`config.mk`:
```
export PLATFORM = sky130hd
export DESIGN_NAME = can_rx_frame_decoder
export DESIGN_NICKNAME = d
export VERILOG_FILES = /design/src/rtl/can_rx_frame_decoder_pkg.sv /design/src/rtl/can_rx_frame_decoder_crc15.sv /design/src/rtl/can_rx_frame_decoder.sv
export SDC_FILE = /design/constraint.sdc
export NUM_CORES = 1
export LEC_CHECK = 0
export CAP_MARGIN = 0
export CORE_ASPECT_RATIO = 0.9
export CORE_MARGIN = 8
export CORE_UTILIZATION = 40
export CTS_BUF_LIST = sky130_fd_sc_hd__clkbuf_8
export CTS_CLUSTER_DIAMETER = 120
export DETAILED_ROUTE_END_ITERATION = 12
export PLACE_DENSITY = 0.62
export SLEW_MARGIN = 20
export SYNTH_ARGS = -nofsm -noshare
export SYNTH_HDL_FRONTEND = slang
export SYNTH_SLANG_ARGS = --single-unit
export TNS_END_PERCENT = 50
```
`constraint.sdc`:
```
create_clock -name clk -period 7.56 [get_ports clk]
set_clock_uncertainty 0.1 [all_clocks]
set_input_delay 1.134 -clock clk [delete_from_list [all_inputs] [get_ports clk]]
set_output_delay 1.134 -clock clk [all_outputs]
set_load 0.005 [all_outputs]
```
`src/rtl/can_rx_frame_decoder_pkg.sv`:
```
// Shared CAN frame constants, receiver FSM encoding and the decoded-frame record.
package can_rx_frame_decoder_pkg;

  localparam logic [14:0] CRC_POLY  = 15'h4599;
  localparam int          IDLE_BITS = 11;
  localparam int          EOF_BITS  = 7;
  localparam int          ID_A_W    = 11;
  localparam int          ID_B_W    = 18;
  localparam int          DLC_W     = 4;
  localparam int          CRC_W     = 15;

  typedef enum logic [3:0] {
    WAIT_IDLE, IDLE, ID_A, SRR_RTR, IDE, ID_B, RTR, R1, R0,
    DLC, DATA, CRC, CRC_DEL, ACK_SLOT, ACK_DEL, EOF
  } state_t;

  typedef struct packed {
    logic [28:0] id;
    logic        ide;
    logic        rtr;
    logic [3:0]  dlc;
    logic [63:0] data;
  } rx_frame_t;

  // Number of data-field bits: remote frames carry none, DLC above 8 means 8 bytes.
  function automatic logic [6:0] data_bits(input logic rtr, input logic [DLC_W-1:0] dlc);
    if (rtr)            return 7'd0;
    else if (dlc > 4'd8) return 7'd64;
    else                return {dlc, 3'b000};
  endfunction

endpackage

```
`src/rtl/can_rx_frame_decoder_crc15.sv`:
```
// Serial CAN CRC-15; clr and en together restart the register and absorb bit_in.
module can_crc15
  import can_rx_frame_decoder_pkg::*;
(
  input  logic             clk,
  input  logic             rst,
  input  logic             clr,
  input  logic             en,
  input  logic             bit_in,
  output logic [CRC_W-1:0] crc
);

  logic [CRC_W-1:0] base;
  logic             fb;

  always_comb begin
    base = clr ? '0 : crc;
    fb   = bit_in ^ base[CRC_W-1];
  end

  always_ff @(posedge clk or posedge rst) begin
    if (rst)      crc <= '0;
    else if (en)  crc <= {base[CRC_W-2:0], 1'b0} ^ (fb ? CRC_POLY : '0);
    else if (clr) crc <= '0;
  end

endmodule

```
`src/rtl/can_rx_frame_decoder.sv`:
```
// CAN 2.0B receive path: bus integration, destuffing, field decode, CRC/form checks, ACK request.
module can_rx_frame_decoder
  import can_rx_frame_decoder_pkg::*;
(
  input  logic        clk,
  input  logic        rst,
  input  logic        sample_point,
  input  logic        rx_bit,
  input  logic        ack_enable,
  output logic        ack_drive,
  output logic        busy,
  output logic        rx_data_valid,
  output logic [28:0] rx_id,
  output logic        rx_ide,
  output logic        rx_rtr,
  output logic [3:0]  rx_dlc,
  output logic [63:0] rx_data,
  output logic        stuff_err,
  output logic        crc_err,
  output logic        form_err
);

  state_t           state, state_nxt;
  rx_frame_t        frame_q;
  logic [3:0]       idle_cnt;
  logic [6:0]       cnt;
  logic [2:0]       run_cnt;
  logic             prev_bit;
  logic [CRC_W-1:0] crc_rx, crc_val;

  logic in_stuff, stuff_bit, adv, sof, crc_en, crc_mis;
  logic stuff_viol, form_viol, crc_viol, err, ack_set, frame_done;

  can_crc15 u_crc (
    .clk    (clk),
    .rst    (rst),
    .clr    (sof),
    .en     (crc_en),
    .bit_in (rx_bit),
    .crc    (crc_val)
  );

  always_ff @(posedge clk or posedge rst) begin
    if (rst) state <= WAIT_IDLE;
    else     state <= state_nxt;
  end

  always_comb begin
    state_nxt = state;
    if (sample_point) begin
      case (state)
        WAIT_IDLE: if (rx_bit && idle_cnt == 4'(IDLE_BITS - 1)) state_nxt = IDLE;
        IDLE:      if (!rx_bit) state_nxt = ID_A;
        default:   if (adv) begin
          case (state)
            ID_A:     if (cnt == 7'(ID_A_W - 1)) state_nxt = SRR_RTR;
            SRR_RTR:  state_nxt = IDE;
            IDE:      state_nxt = rx_bit ? ID_B : R0;
            ID_B:     if (cnt == 7'(ID_B_W - 1)) state_nxt = RTR;
            RTR:      state_nxt = R1;
            R1:       state_nxt = R0;
            R0:       state_nxt = DLC;
            DLC:      if (cnt == 7'(DLC_W - 1))
                        state_nxt = (data_bits(frame_q.rtr, {frame_q.dlc[2:0], rx_bit}) == 7'd0)
                                    ? CRC : DATA;
            DATA:     if (cnt == data_bits(frame_q.rtr, frame_q.dlc) - 7'd1) state_nxt = CRC;
            CRC:      if (cnt == 7'(CRC_W - 1)) state_nxt = CRC_DEL;
            CRC_DEL:  state_nxt = ACK_SLOT;
            ACK_SLOT: state_nxt = ACK_DEL;
            ACK_DEL:  state_nxt = EOF;
            EOF:      if (cnt == 7'(EOF_BITS - 1)) state_nxt = IDLE;
            default:  state_nxt = WAIT_IDLE;
          endcase
        end
      endcase
      if (err) state_nxt = WAIT_IDLE;
    end
  end

  // The bit after a CRC run of five is still a stuff bit, so CRC_DEL also honours a pending stuff.
  always_comb begin
    in_stuff   = state inside {ID_A, SRR_RTR, IDE, ID_B, RTR, R1, R0, DLC, DATA, CRC};
    stuff_bit  = sample_point && run_cnt == 3'd5 && (in_stuff || state == CRC_DEL);
    adv        = sample_point && !stuff_bit;
    sof        = sample_point && state == IDLE && !rx_bit;
    crc_en     = sof || (adv && state inside {ID_A, SRR_RTR, IDE, ID_B, RTR, R1, R0, DLC, DATA});
    crc_mis    = crc_rx != crc_val;
    stuff_viol = stuff_bit && rx_bit == prev_bit;
    form_viol  = adv && !rx_bit && state inside {CRC_DEL, ACK_DEL, EOF};
    crc_viol   = adv && state == CRC_DEL && rx_bit && crc_mis;
    err        = stuff_viol || form_viol || crc_viol;
    ack_set    = adv && state == CRC_DEL && rx_bit && !crc_mis && ack_enable;
    frame_done = adv && state == EOF && rx_bit && cnt == 7'(EOF_BITS - 1);
  end

  always_ff @(posedge clk or posedge rst) begin
    if (rst) begin
      idle_cnt      <= '0;
      cnt           <= '0;
      run_cnt       <= '0;
      prev_bit      <= 1'b0;
      crc_rx        <= '0;
      frame_q       <= '0;
      ack_drive     <= 1'b0;
      busy          <= 1'b0;
      rx_data_valid <= 1'b0;
      rx_id         <= '0;
      rx_ide        <= 1'b0;
      rx_rtr        <= 1'b0;
      rx_dlc        <= '0;
      rx_data       <= '0;
      stuff_err     <= 1'b0;
      crc_err       <= 1'b0;
      form_err      <= 1'b0;
    end else begin
      stuff_err     <= stuff_viol;
      form_err      <= form_viol && !stuff_viol;
      crc_err       <= crc_viol && !form_viol && !stuff_viol;
      rx_data_valid <= frame_done;
      if (frame_done) begin
        rx_id   <= frame_q.id;
        rx_ide  <= frame_q.ide;
        rx_rtr  <= frame_q.rtr;
        rx_dlc  <= frame_q.dlc;
        rx_data <= frame_q.data;
      end

      if (sof)                        busy <= 1'b1;
      else if (err || frame_done)     busy <= 1'b0;

      if (err)                        ack_drive <= 1'b0;
      else if (ack_set)               ack_drive <= 1'b1;
      else if (adv && state == ACK_SLOT) ack_drive <= 1'b0;

      if (err)                        idle_cnt <= '0;
      else if (sample_point && state == WAIT_IDLE)
        idle_cnt <= rx_bit ? idle_cnt + 4'd1 : 4'd0;

      if (sof) begin
        prev_bit <= 1'b0;
        run_cnt  <= 3'd1;
      end else if (sample_point && (in_stuff || stuff_bit)) begin
        if (stuff_bit || rx_bit != prev_bit) begin
          prev_bit <= rx_bit;
          run_cnt  <= 3'd1;
        end else begin
          run_cnt <= run_cnt + 3'd1;
        end
      end

      if (adv) cnt <= (state_nxt != state) ? 7'd0 : cnt + 7'd1;

      if (sof) begin
        frame_q <= '0;
        crc_rx  <= '0;
      end else if (adv) begin
        case (state)
          ID_A, ID_B: frame_q.id  <= {frame_q.id[27:0], rx_bit};
          SRR_RTR,
          RTR:        frame_q.rtr <= rx_bit;
          IDE:        frame_q.ide <= rx_bit;
          DLC:        frame_q.dlc <= {frame_q.dlc[2:0], rx_bit};
          DATA:       frame_q.data[6'd63 - cnt[5:0]] <= rx_bit;
          CRC:        crc_rx <= {crc_rx[CRC_W-2:0], rx_bit};
          default:    ;
        endcase
      end
    end
  end

endmodule

```
==> summary.txt <==
Outcome
  – Run status: complete, no violations

CTS
  – CTS Hold Bufs: 0
  – Clk buf depth: 3
  – Clock Latency Late Sink: 0.55 ns
  – TritonCTS clock tree: done
  – Number of post-CTS setup repair buffers: 0
  – Root Driver: clkbuf_8
  – CTS H-tree depth: 2
  – Sink Count: 253
  – Post-CTS resize count: 0
  – Num CTS Buffers: 44
  – Clock transition at the registers of the reported paths: 0.06 ns

Detailed routing
  – Post-route ant nets: 0
  – Initial drt markers: 560
  – Total wire length: 27.7 mm
  – Drt wl/cell: 17.8 um
  – First-pass detailed-route iteration total: 5
  – # DRC: 0
  – Vias/cell: 5.41
  – DR vias: 8,395

Synth
  – Area leader, netlist: dfrtp_1
  – Synth top area cells: dfrtp_1 56%, mux2_2 9.9%, o21ai_0 8.2%, a21oi_1 3.9%, nand2_1 3.3%
  – Count of cell types in the netlist: 61
  – Syn_area_per_cell: 10.5 um^2
  – Synthesized flop and latch total: 253
  – Syn. warnings: 0
  – Register area share after synthesis: 56.0%
  – Number of synthesized flops with an enable pin: 0
  – Asr flop ratio synth: 100%
  – Primary FF master, synth: dfrtp_1
  – Synth top area share: 56.0%
  – Syn Inst Count: 1,074
  – Syn_nets: 1,087
  – Cell Area, Synth: 11,300 um^2

Layout
  – Most common cell after layout, fill and taps aside: dfrtp_1
  – Multi-input logic area: 4650 um^2
  – Commonest cells after routing, fill and taps aside: 253 x dfrtp_1, 185 x o21ai_0, 109 x clkdlybuf4s50_1
  – Reg area: 6330 um^2
  – Ratio of cells with drive above 1 in the final layout: 15.4%
  – Layout area overhead: 19.8%
  – Layout net count: 1,175
  – Non-filler cells, final: 1,552
  – N_diodes: 0
  – Filler cells: 2,534

Hold path
  – Type of the worst min-delay path: flip-flop to flip-flop

Placed design
  – Placed instance count: 1,476
  – RePlAce Congestion: 0.841
  – Pre-CTS worst setup slack: 2.66 ns
  – Detailed Place HPWL: 17.8 mm
  – Buffers added on ports: 109

Floorplanning
  – Die Ht: 175 um
  – Full die area: 33,900 um^2
  – Total core area: 27,900 um^2
  – Initial Util: 40.5%
  – Die W: 193 um
  – Row count: 58
  – # IOs: 110

STA
  – Max_slew headroom: 30.0%
  – TNS Setup: 0 ns
  – Slew @ Worst Pin: 1.05 ns
  – Setup violators final: 0
  – PnR worst setup slack: 3.21 ns
  – Tmin final: 4.35 ns
  – Unrepaired setup endpoints after global routing: false
  – Final hold vios: 0
  – Period utilization: 57.5%
  – Hold slack: 0.385 ns
  – Fmax: 0.230 GHz
  – Pins Over Slew Limit: 0

Worst setup path
  – Critical path data required time: 7.91 ns
  – Crit path DAT: 4.70 ns
  – Critical path, cell by cell: clkdlybuf4s50_1, inv_1, o2111a_1, nor2_1, nand2b_1, or3_1, a221o_1, a21o_1, o31ai_2
  – Bufs and invs on worst path: 2
  – Top Family by Delay on Critical Path: buffers and inverters
  – R2R Setup Slk: 3.80 ns
  – Slowest CP cell: clkdlybuf4s50_1
  – Startpoint types: input port
  – Worst Path Class, Setup: input port to flip-flop
  – Critical Path Sink Type: flip-flop
  – Max incr delay on CP: 1.10 ns
  – Crit-path max FO: 23

GRT
  – Total GRT Usage: 16.4%
  – Largest net degree at the start of global routing: 151
  – Initial antenna violation count: 0
  – Gr ovfl total: 0
  – Vias in the first global route: 8,344
  – First-pass GRT wire length: 45.3 mm

Pwr
  – Pwr Density: 275 nW/um^2
  – Max VDD drop: 115 uV
  – Pleak: 6.12 nW
  – Tot Pwr: 3.73 mW

Flow run
  – Max Cap Viol: 0
-- power by group --
group | switching [mW] | internal [mW] | leakage [nW]
Clock | 0.538 | 0.668 | 0.499
Combinational | 0.519 | 0.333 | 2.15
Sequential | 0.187 | 1.48 | 3.47
Total | 1.24 | 2.48 | 6.12
-- worst min-delay path, stage by stage, from the launching register on --
cell     delay, ns
dfrtp_1       0.34
nand2_1       0.04
o21ai_0       0.06
-- sequential cells by signal (all words and copies together), names as in the netlist, 3 cells and up --
name       flops
cnt            7
state          4
idle_cnt       4
u_crc.crc     15
rx_dlc         4
crc_rx        15
rx_id         29
frame_q       99
run_cnt        3
rx_data       64
-- metal layers --
metal  track usage (%)  up-vias  share of wire, %
li1                  -     3994                 -
met1              24.2     4160                49
met2              24.3      200                44
met3              2.70       41               5.5
met4              4.84        0               1.7
met5                 0        -                 0
-- cell usage after synthesis, types with 2 or more instances --
| cell | instances |
|---|---|
| a211oi_1 | 5 |
| a21o_1 | 3 |
| a21oi_1 | 89 |
| a22o_1 | 3 |
| and2_1 | 3 |
| and3_1 | 9 |
| and3b_1 | 2 |
| buf_1 | 13 |
| buf_2 | 4 |
| clkbuf_1 | 60 |
| dfrtp_1 | 253 |
| ha_1 | 8 |
| inv_1 | 12 |
| mux2_2 | 99 |
| mux2i_1 | 27 |
| nand2_1 | 98 |
| nand2b_1 | 6 |
| nand3_1 | 12 |
| nand3b_1 | 2 |
| nand4_1 | 6 |
| nor2_1 | 59 |
| nor2b_1 | 5 |
| nor3_1 | 22 |
| nor3b_1 | 2 |
| nor4_1 | 4 |
| nor4b_1 | 3 |
| o211ai_1 | 2 |
| o21a_1 | 3 |
| o21ai_0 | 186 |
| o21ai_1 | 4 |
| o22ai_1 | 3 |
| o311ai_0 | 2 |
| o31ai_1 | 5 |
| o32a_1 | 2 |
| or2_2 | 3 |
| or3_1 | 5 |
| or4_1 | 2 |
| xnor2_1 | 21 |
| xor2_1 | 5 |
-- path summary, 6_finish.rpt --
| path | start | to | cells past startpoint |
|---|---|---|---|
| max | rx_bit | cnt[1] | 9 |
| min | frame_q[98] | frame_q[98] | 2 |
| max reg2reg | state[1] | rx_data[6] | 6 |
| min reg2reg | frame_q[98] | frame_q[98] | 2 |
| max in group asynchronous | rst | rx_data[44] | 3 |
| min in group asynchronous | rst | rx_id[1] | 2 |
-- logic make-up (layout without fill, tap and decap cells) --
group	Yosys count	after routing	synth area share, %
AOI/OAI and AO/OA	320	320	15.3
xor gates and xnor gates	26	26	2.02
adders and majority gates	8	8	0.886
buffers and inverters	91	209	3.13
DFF	253	253	56.0
muxes	126	126	12.3
and+or+nand+nor	250	250	10.4
-- stage by stage --
stage / instance area [um^2] / util (%)
3_3_place_gp: 12700 / 45.5
4_1_cts: 13500 / 48.6
6_report: 13500 / 48.6
3_5_place_dp: 12700 / 45.5
2_1_floorplan: 11300 / -
5_1_grt: 13500 / 48.6
-- cell type report --
class / instances / area share, %
inverters: 13 / 0.388
clock inverters: 23 / 1.01
multi-input cells: 730 / 34.4
clock buffers: 53 / 5.39
well taps: 360 / 3.33
repair buffers: 120 / 8.76
flip-flops and latches: 253 / 46.8
(Power assumes the default switching activity.)
